File: src/rtl/clk_div_ctrl_pkg.sv
// Shared types and defaults for the programmable clock-divide controller.
// Optional feature macro: CLK_DIV_CTRL_PERIOD_CNT_EN (see clk_div_ctrl).
package clk_div_ctrl_pkg;

   localparam int CNT_W_DEF   = 8;
   localparam int DEF_DIV_DEF = 4;
   localparam int MIN_DIV_DEF = 2;
   localparam int PCNT_W      = 16;

   typedef enum logic [1:0] {
      OFF   = 2'd0,
      RUN   = 2'd1,
      DRAIN = 2'd2
   } state_t;

endpackage

File: src/rtl/clk_div_phase_cnt.sv
// Phase counter with registered clk_out/tick decode and a wrap flag.
// Outputs are computed from the next count so they line up with the count.
module clk_div_phase_cnt
   import clk_div_ctrl_pkg::*;
#(
   parameter int CNT_W = CNT_W_DEF
) (
   input  logic             clk,
   input  logic             rst,
   input  logic             i_run,
   input  logic [CNT_W-1:0] i_div,
   output logic             o_clk_out,
   output logic             o_tick,
   output logic             o_wrap
);

   logic [CNT_W-1:0] r_cnt;
   logic [CNT_W-1:0] w_cnt_nxt;
   logic [CNT_W-1:0] w_half;
   logic             w_wrap;
   logic             r_clk_out;
   logic             r_tick;

   assign w_half = i_div >> 1;
   assign w_wrap = i_run && (r_cnt == (i_div - CNT_W'(1)));

   // Count is 0 on wrap, so a ratio change at the wrap cannot glitch clk_out.
   always_comb begin
      w_cnt_nxt = '0;
      if (i_run && !w_wrap) begin
         w_cnt_nxt = r_cnt + CNT_W'(1);
      end
   end

   always_ff @(posedge clk) begin
      if (rst) begin
         r_cnt     <= '0;
         r_clk_out <= 1'b0;
         r_tick    <= 1'b0;
      end else begin
         r_cnt     <= w_cnt_nxt;
         r_clk_out <= (w_cnt_nxt >= w_half);
         r_tick    <= (w_cnt_nxt == w_half);
      end
   end

   assign o_clk_out = r_clk_out;
   assign o_tick    = r_tick;
   assign o_wrap    = w_wrap;

endmodule

File: src/rtl/clk_div_ctrl.sv
// Runtime-programmable clock divider: run FSM, ratio handshake, phase counter.
// Define CLK_DIV_CTRL_PERIOD_CNT_EN to add the 16-bit period_cnt output.
module clk_div_ctrl
   import clk_div_ctrl_pkg::*;
#(
   parameter int CNT_W   = CNT_W_DEF,
   parameter int DEF_DIV = DEF_DIV_DEF,
   parameter int MIN_DIV = MIN_DIV_DEF
) (
   input  logic             clk,
   input  logic             rst,
   input  logic             en,
   input  logic             cfg_valid,
   input  logic [CNT_W-1:0] cfg_div,
   output logic             cfg_ready,
   output logic             cfg_err,
   output logic             clk_out,
   output logic             tick,
   output logic             busy,
`ifdef CLK_DIV_CTRL_PERIOD_CNT_EN
   output logic [PCNT_W-1:0] period_cnt,
`endif
   output logic [CNT_W-1:0] cur_div
);

   state_t           r_state;
   state_t           w_state_nxt;
   logic             w_run;
   logic             w_wrap;
   logic             w_xfer;
   logic             w_bad;
   logic [CNT_W-1:0] r_cur_div;
   logic [CNT_W-1:0] r_pend_div;
   logic             r_pending;
   logic             r_err;

   always_ff @(posedge clk) begin
      if (rst) begin
         r_state <= OFF;
      end else begin
         r_state <= w_state_nxt;
      end
   end

   always_comb begin
      w_state_nxt = r_state;
      unique case (r_state)
         OFF: begin
            if (en) w_state_nxt = RUN;
         end
         RUN: begin
            if (!en) w_state_nxt = DRAIN;
         end
         DRAIN: begin
            if (en) begin
               w_state_nxt = RUN;
            end else if (w_wrap) begin
               w_state_nxt = OFF;
            end
         end
         default: w_state_nxt = OFF;
      endcase
   end

   always_comb begin
      w_run = (r_state != OFF);
      busy  = w_run;
   end

   assign cfg_ready = !r_pending;
   assign w_xfer    = cfg_valid && cfg_ready;
   assign w_bad     = (cfg_div < CNT_W'(MIN_DIV));

   // A pending ratio blocks new transfers, so apply and accept never collide.
   always_ff @(posedge clk) begin
      if (rst) begin
         r_cur_div  <= CNT_W'(DEF_DIV);
         r_pend_div <= '0;
         r_pending  <= 1'b0;
         r_err      <= 1'b0;
      end else begin
         r_err <= w_xfer && w_bad;
         if (w_wrap && r_pending) begin
            r_cur_div <= r_pend_div;
            r_pending <= 1'b0;
         end else if (w_xfer && !w_bad) begin
            if (r_state == OFF) begin
               r_cur_div <= cfg_div;
            end else begin
               r_pend_div <= cfg_div;
               r_pending  <= 1'b1;
            end
         end
      end
   end

   assign cfg_err = r_err;
   assign cur_div = r_cur_div;

   clk_div_phase_cnt #(
      .CNT_W(CNT_W)
   ) u_phase (
      .clk      (clk),
      .rst      (rst),
      .i_run    (w_run),
      .i_div    (r_cur_div),
      .o_clk_out(clk_out),
      .o_tick   (tick),
      .o_wrap   (w_wrap)
   );

`ifdef CLK_DIV_CTRL_PERIOD_CNT_EN
   logic [PCNT_W-1:0] r_period_cnt;

   always_ff @(posedge clk) begin
      if (rst) begin
         r_period_cnt <= '0;
      end else if (w_wrap) begin
         r_period_cnt <= r_period_cnt + PCNT_W'(1);
      end
   end

   assign period_cnt = r_period_cnt;
`endif

endmodule

File: config.mk
export PLATFORM = sky130hd
export DESIGN_NAME = clk_div_ctrl
export DESIGN_NICKNAME = d
export VERILOG_FILES = /design/src/rtl/clk_div_ctrl_pkg.sv /design/src/rtl/clk_div_phase_cnt.sv /design/src/rtl/clk_div_ctrl.sv
export SDC_FILE = /design/constraint.sdc
export NUM_CORES = 1
export LEC_CHECK = 0
export CORE_ASPECT_RATIO = 1.1
export CORE_MARGIN = 4
export CORE_UTILIZATION = 45
export CTS_CLUSTER_SIZE = 14
export DETAILED_ROUTE_END_ITERATION = 10
export GPL_ROUTABILITY_DRIVEN = 0
export PLACE_DENSITY = 0.66
export SYNTH_ARGS = -nofsm -noshare
export SYNTH_HDL_FRONTEND = slang
export SYNTH_SLANG_ARGS = --single-unit
export TNS_END_PERCENT = 100
File: constraint.sdc
create_clock -name clk -period 7.55 [get_ports clk]
set_input_delay 0.755 -clock clk [delete_from_list [all_inputs] [get_ports clk]]
set_output_delay 0.755 -clock clk [all_outputs]
set_load 0.01 [all_outputs]
==> summary.md, run 1 <==
| Metric | Value |
|---|---|
| Clk pwr share | 35.7% |
| Fin Hold WS | 476 ps |
| Clk sinks | 30 |
| R2R Path Start | cur_div[0] |
| Most frequent cell after synthesis | dfxtp_1 |
| Worst R2R End | u_phase.o_clk_out |
| Post-Synth Adder-Cell Area | 6.67% |
| Clock Path Buffers | 2 |
| Distinct cells, synth | 40 |
| Area leader, netlist | dfxtp_1 |
| CP Capture Type | flop |
| Avg Cell Area, Syn | 8.98 um^2 |
| Clock root buffer | clkbuf_8 |
| Fmax | 291 MHz |
| RSZ-0062 raised after global routing | false |
| Via count | 1,430 |
| Status | complete, no violations |
| Routed length per instance | 14.4 um |
| Leak | 0.767 nW |
| Setup bufs post-CTS | 0 |
| Largest family of logic cells by synthesized area | simple AND/OR/NAND/NOR gates |
| Max IR drop VDD | 110 uV |
| Routed Antenna Nets | 0 |
| Final Setup Violations | 0 |
| Worst setup margin | 4110 ps |
| Initial drt markers | 99 |
| Multiplexer share of the synthesized area | 12.8% |
| Post-layout min period | 3440 ps |
| Diode count | 0 |
| CTS tree | done |
| Ys async rst share | 0% |
| TritonCTS buffer count | 5 |
| Critical Path RT | 7690 ps |
| Warnings from Yosys | 0 |
| Max Cap Violations | 0 |
| Skew final | 5.19 ps |
| Flop2flop setup slack | 4110 ps |
| Initial antenna violation count | 0 |
| GRT Overall Usage | 17.8% |
| Xor/xnor share of the synthesized area | 7.78% |
| DR vias/cell | 5.40 |
| Top-level port count | 25 |
| Crit path launch | cur_div[0] |
| Worst slack, placed | 4180 ps |
| Die H | 72.2 um |
| Gate power share | 18.2% |
| Number of synthesized flops with an enable pin | 0 |
| CP Launch Type | flop |
| Post_cts resized | 0 |
| Sw Pwr | 103 uW |
| Reg2reg path depth | 14 |
| Hpwl dp | 2860 um |
| Starting Density | 46.5% |
| Crit path DAT | 3580 ps |
| Largest net degree at the start of global routing | 30 |
| Commonest cells post-synth | dfxtp_1, nor2_1, mux2i_1 |
| CP max FO | 15 |
| Residual DRC count | 0 |
| First-pass GRT wire length | 6440 um |
| Period utilization | 45.6% |
| TritonRoute pass-1 iters | 4 |
| Synth Area in Compound Gates | 9.56% |
| Setup TNS | 0 ps |
| Slew HR | 30.7% |
| Syn Nets | 209 |
| # fillers | 350 |
| Worst hold path class | reg2reg |
| Hold Vio Cnt, Final | 0 |
| Top cell type's share of synthesized area | 35.6% |
| Register bit total from synthesis | 30 |
| Syn Std Cell Area | 1690 um^2 |
| Sw Ratio | 27.5% |
| FP Rows | 23 |
| Die ar. | 4800 um^2 |
| Layout Nets | 235 |
| Area grow syn2layout | 22.8% |
| Final Max Tran Viols | 0 |
| Synth Area in Simple Gates | 23.1% |
| Core area | 3630 um^2 |
| Chip width | 66.4 um |
| Syn Inst Count | 188 |
| Synth area leaders | dfxtp_1, mux2i_1, ha_1 |
| Total wire length | 3820 um |
| Vias in the first global route | 1,408 |
| Clk slew on worst S/H paths | 60 ps |
| WS Path Type | reg2reg |
| Worst Tran Pin Value | 1040 ps |
| End of the critical path | u_phase.o_clk_out |
| PwrDens | 181 nW/um^2 |
| Clk Latency, worst-skew pair | 290 ps |
| Part of the power in registers | 46.0% |
| Layout cells sized above 1 | 11.6% |
| H-tree levels | 2 |
| Seq/Total Area, Yosys | 35.6% |
| Top FF cell, synth | dfxtp_1 |
| Int Pwr | 273 uW |
| Hold Buf Count CTS | 0 |
| Port Buffers | 24 |
| GRT overflow | 0 |
==> metrics by stage <==
stage	cells	utilization [%]	power, mW	instance area (um^2)
final	265	57.1	0.376	2070
after global routing	265	57.1	0.394	2070
after CTS	265	57.1	0.379	2070
after detailed placement	257	54.6	0.244	1980
after global placement	257	54.6	0.243	1980
after floorplan	188	-	0.218	1690
==> worst max-delay path, cell delays in order, from the launching register on <==
cell and delay [ps]:
dfxtp_1 460, inv_1 70, ha_1 280, xnor2_1 160, a211oi_1 240, o2111ai_1 200, nor3_2 700, nor2_1 160
and2_1 210, ha_1 290, a21oi_1 140, o21bai_1 70, a21oi_1 140, o21a_1 120, o2bb2ai_1 60
==> kinds of logic (layout without fill, tap and decap cells) <==
| group | after synthesis | in the layout |
|---|---|---|
| simple gates | 73 | 73 |
| flops | 30 | 30 |
| compound gates | 21 | 21 |
| mux | 21 | 21 |
| buf+inv | 19 | 46 |
| xor+xnor | 15 | 15 |
| fa+ha+maj | 9 | 9 |
==> cell usage in the layout (no fill, tap or decap), types with 2 or more instances in the layout <==
cell type	synthesis	final
nor2_1	21	21
a21oi_1	5	5
nand3_1	7	7
a211oi_1	2	2
clkdlybuf4s50_1	0	24
or3_1	3	3
nand2_1	4	4
nor3_1	11	11
mux2_2	5	5
xnor2_1	9	9
and2_1	3	3
nand4_1	2	2
o21ai_0	4	4
clkbuf_8	0	6
nor4_1	8	7
inv_1	12	12
and3_1	2	2
ha_1	9	9
a31o_2	2	2
dfxtp_1	30	30
mux2i_1	16	16
nand2b_1	3	3
or2_2	2	2
buf_4	1	2
xor2_1	6	6
==> area by class of cell <==
class                           instances  area [um^2]  share of cell area (%)
Inverter                               12         45.0                    2.17
Clock inverter                          1         5.00                   0.242
Multi-Input combinational cell        139         1020                    49.1
Timing Repair Buffer                   26          255                    12.3
Sequential cell                        30          601                    29.0
Clock buffer                            7         86.3                    4.17
Tap cell                               50         62.6                    3.02
==> how the worst min path moves through the flow <==
| stage | start | endpoint | slack, ps | depth (start not counted) |
|---|---|---|---|---|
| 3_5_place_dp | r_state[1] | r_state[0] | 480 | 1 |
| 2_1_floorplan | r_state[1] | r_state[0] | 440 | 1 |
| 5_1_grt | r_state[1] | r_state[0] | 510 | 1 |
| 6_report | r_state[1] | r_state[0] | 480 | 1 |
| 3_3_place_gp | r_state[1] | r_state[0] | 460 | 1 |
| 4_1_cts | r_state[1] | r_state[0] | 480 | 1 |
==> layer usage <==
| layer | up-vias | share of wire [%] | global-route usage, % |
|---|---|---|---|
| li1 | 723 | - | - |
| met1 | 669 | 47 | 21.6 |
| met2 | 30 | 47 | 28.3 |
| met3 | 8 | 3.8 | 5.42 |
| met4 | 0 | 1.9 | 8.80 |
| met5 | - | 0 | 0 |
==> power groups by stage <==
stage	logic, mW	clock network (mW)	registers [mW]
after floorplan	0.0421	0	0.176
after global placement	0.0667	0	0.176
after detailed placement	0.0680	0	0.176
after CTS	0.0686	0.137	0.173
after global routing	0.0758	0.145	0.174
final	0.0686	0.134	0.173
==> flip-flops by register name, indices dropped and copies added (netlist names) <==
signal	count
cur_div	8
cfg_err	1
r_pend_div	8
u_phase.o_clk_out	1
r_pending	1
r_state	2
u_phase.r_cnt	8
u_phase.o_tick	1
Power figures use the tool's default switching activity.
==> run 2: changes to the inputs <==
==> constraint.sdc (replaced) <==
create_clock -name clk -period 3.47 [get_ports clk]
set_input_delay 0.347 -clock clk [delete_from_list [all_inputs] [get_ports clk]]
set_output_delay 0.347 -clock clk [all_outputs]
set_load 0.01 [all_outputs]
==> summary.md, run 2 (same netlist as run 1, synthesis figures left out) <==
| Metric | Value |
|---|---|
| Worst hold path class | reg2reg |
| GRT Overall Usage | 18.4% (+0.57 points) |
| DR vias/cell | 5.45 (+0.99%) |
| CP Launch Type | flop |
| Clk slew on worst S/H paths | 60 ps (about the same) |
| Total power | 857 uW (+130%) |
| Critical Path RT | 3630 ps (-4060 ps) |
| Area grow syn2layout | 24.8% |
| Largest net degree at the start of global routing | 20 (-33%) |
| Design Area, Final | 2110 um^2 (+1.6%) |
| Die H | 72.2 um (unchanged) |
| Setup bufs post-CTS | 0 (unchanged) |
| Placed Area | 2000 um^2 (+0.76%) |
| Worst setup margin | 529 ps (-3580 ps) |
| CP Capture Type | flop |
| First-pass GRT wire length | 6550 um (+1.7%) |
| H-tree levels | 2 (unchanged) |
| Core area | 3630 um^2 (unchanged) |
| Crit path DAT | 3100 ps (-480 ps) |
| Clk sinks | 30 (unchanged) |
| FP Rows | 23 (unchanged) |
| Hpwl dp | 2990 um (+4.3%) |
| CP max FO | 12 (-3) |
| Status | complete, no violations |
| Slowest stage delay, CP | 450 ps (-250 ps) |
| Hold Buf Count CTS | 0 (unchanged) |
| Diode count | 0 (unchanged) |
| Final Setup Violations | 0 (unchanged) |
| Initial drt markers | 78 (-21%) |
| Initial antenna violation count | 0 (unchanged) |
| R2R Path Start | cur_div[0] |
| TritonRoute pass-1 iters | 4 (unchanged) |
| Worst Hold Endpoint | r_state[0] |
| Worst R2R End | u_phase.o_clk_out |
| Slew HR | 56.5% (+26 points) |
| Routed length per instance | 14.6 um (+1.5%) |
| Reg2reg path depth | 13 (-1) |
| Starting Density | 46.5% (unchanged) |
| Fmax | 340 MHz (+17%) |
| Leak | 0.787 nW (+2.5%) |
| Crit-path most repeated cell | ha_1 |
| Most frequent cells in the layout | dfxtp_1, clkdlybuf4s50_1, nor2_1 |
| PwrDens | 407 nW/um^2 (+120%) |
| Vias in the first global route | 1,451 (+3.1%) |
| Post-layout min period | 2940 ps (-500 ps) |
| Hold Vio Cnt, Final | 0 (unchanged) |
| Max Cap Violations | 0 (unchanged) |
| Skew final | 8.93 ps (+3.74 ps) |
| Flop2flop setup slack | 530 ps (-3580 ps) |
| Setup TNS | 0 ps (unchanged) |
| Max IR drop VDD | 270 uV (+150%) |
| Post_cts resized | 0 (unchanged) |
| HP Start | r_state[1] |
| Final Max Tran Viols | 0 (unchanged) |
| Routed Antenna Nets | 0 (unchanged) |
| Residual DRC count | 0 (unchanged) |
| Chip width | 66.4 um (unchanged) |
| RSZ-0062 raised after global routing | false |
| CTS tree | done |
| Total wire length | 3910 um (+2.3%) |
| Period utilization | 84.7% (+39 points) |
| Clk Latency, worst-skew pair | 290 ps (about the same) |
| Top-level port count | 25 (unchanged) |
| Worst slack, placed | 513 ps (-3670 ps) |
| Slowest cell on crit path | dfxtp_1 |
| Layout cells sized above 1 | 12.9% (+1.3 points) |
| Die ar. | 4800 um^2 (unchanged) |
| CP Cell Sequence | inv_1, ha_1, xnor2_1, a211oi_1, o2111ai_1, nor3_2, buf_4, nor3_1, ha_1, a21o_1, a21oi_1, o21a_1, o2bb2ai_1 |
| Most common cell after layout, fill and taps aside | dfxtp_1 |
| Via count | 1,455 (+1.7%) |
| Worst Tran Pin Value | 650 ps (-386 ps) |
| Port Buffers | 24 (unchanged) |
| WS Path Type | reg2reg |
| GRT overflow | 0 (unchanged) |
| Clock root buffer | clkbuf_8 |
| Hold depth | 1 (unchanged) |
| TritonCTS buffer count | 5 (unchanged) |
| Layout Nets | 237 (+0.85%) |
| Clock Path Buffers | 2 (unchanged) |
-- run 2: changes by cell type in the layout (fill, tap and decap cells not counted) --
cell | before | now
buf_4 | 2 | 4
clkinv_2 | 1 | 0
clkbuf_1 | 1 | 0
clkbuf_8 | 6 | 8
-- run 2: metrics by stage --
stage / instances / hold WS [ps] / util, %
2_1_floorplan: 188 / 420 / -
3_3_place_gp: 259 / 463 / 55.0
3_5_place_dp: 259 / 460 / 55.0
4_1_cts: 267 / 472 / 58.1
5_1_grt: 267 / 524 / 58.1
6_report: 267 / 480 / 58.1
-- run 2: worst max-delay path by stage --
| stage | start | end | depth (start not counted) |
|---|---|---|---|
| detailed placement | cur_div[0] | u_phase.o_clk_out | 13 |
| global route | cur_div[0] | u_phase.o_clk_out | 13 |
| floorplan | cur_div[0] | u_phase.o_clk_out | 13 |
| finish | cur_div[0] | u_phase.o_clk_out | 13 |
| global placement | cur_div[1] | u_phase.o_clk_out | 13 |
| CTS | cur_div[0] | u_phase.o_clk_out | 13 |
-- run 2: area by class of cell --
type	instances	area [um^2]
clock buffers	8	110
fillers	342	1520
inverters	12	45.0
multi-input cells	139	1020
flip-flops and latches	30	601
well taps	50	62.6
repair buffers	28	270
-- run 2: worst max-delay path: cells and delay by family (launching register included) --
kind / cells / cell delay [ps]
AOI/OAI and AO/OA: 6 / 990
xor gates and xnor gates: 1 / 150
adders and majority gates: 2 / 570
buffers and inverters: 2 / 310
DFF: 1 / 450
and+or+nand+nor: 2 / 330
-- run 2: routing by layer --
metal  vias to the layer above  wire length, um  track usage [%]
li1                        728                -                -
met1                       683             1670             19.7
met2                        31             1910             30.8
met3                        13              164             4.95
met4                         0              162             13.1
met5                         -                0                0
-- run 2: power breakdown --
part	leakage, nW	switching, mW	internal [mW]	total (mW)
Combinational	0.485	0.0752	0.0754	0.151
Clock	0.0575	0.131	0.200	0.331
Sequential	0.244	0.0166	0.359	0.376
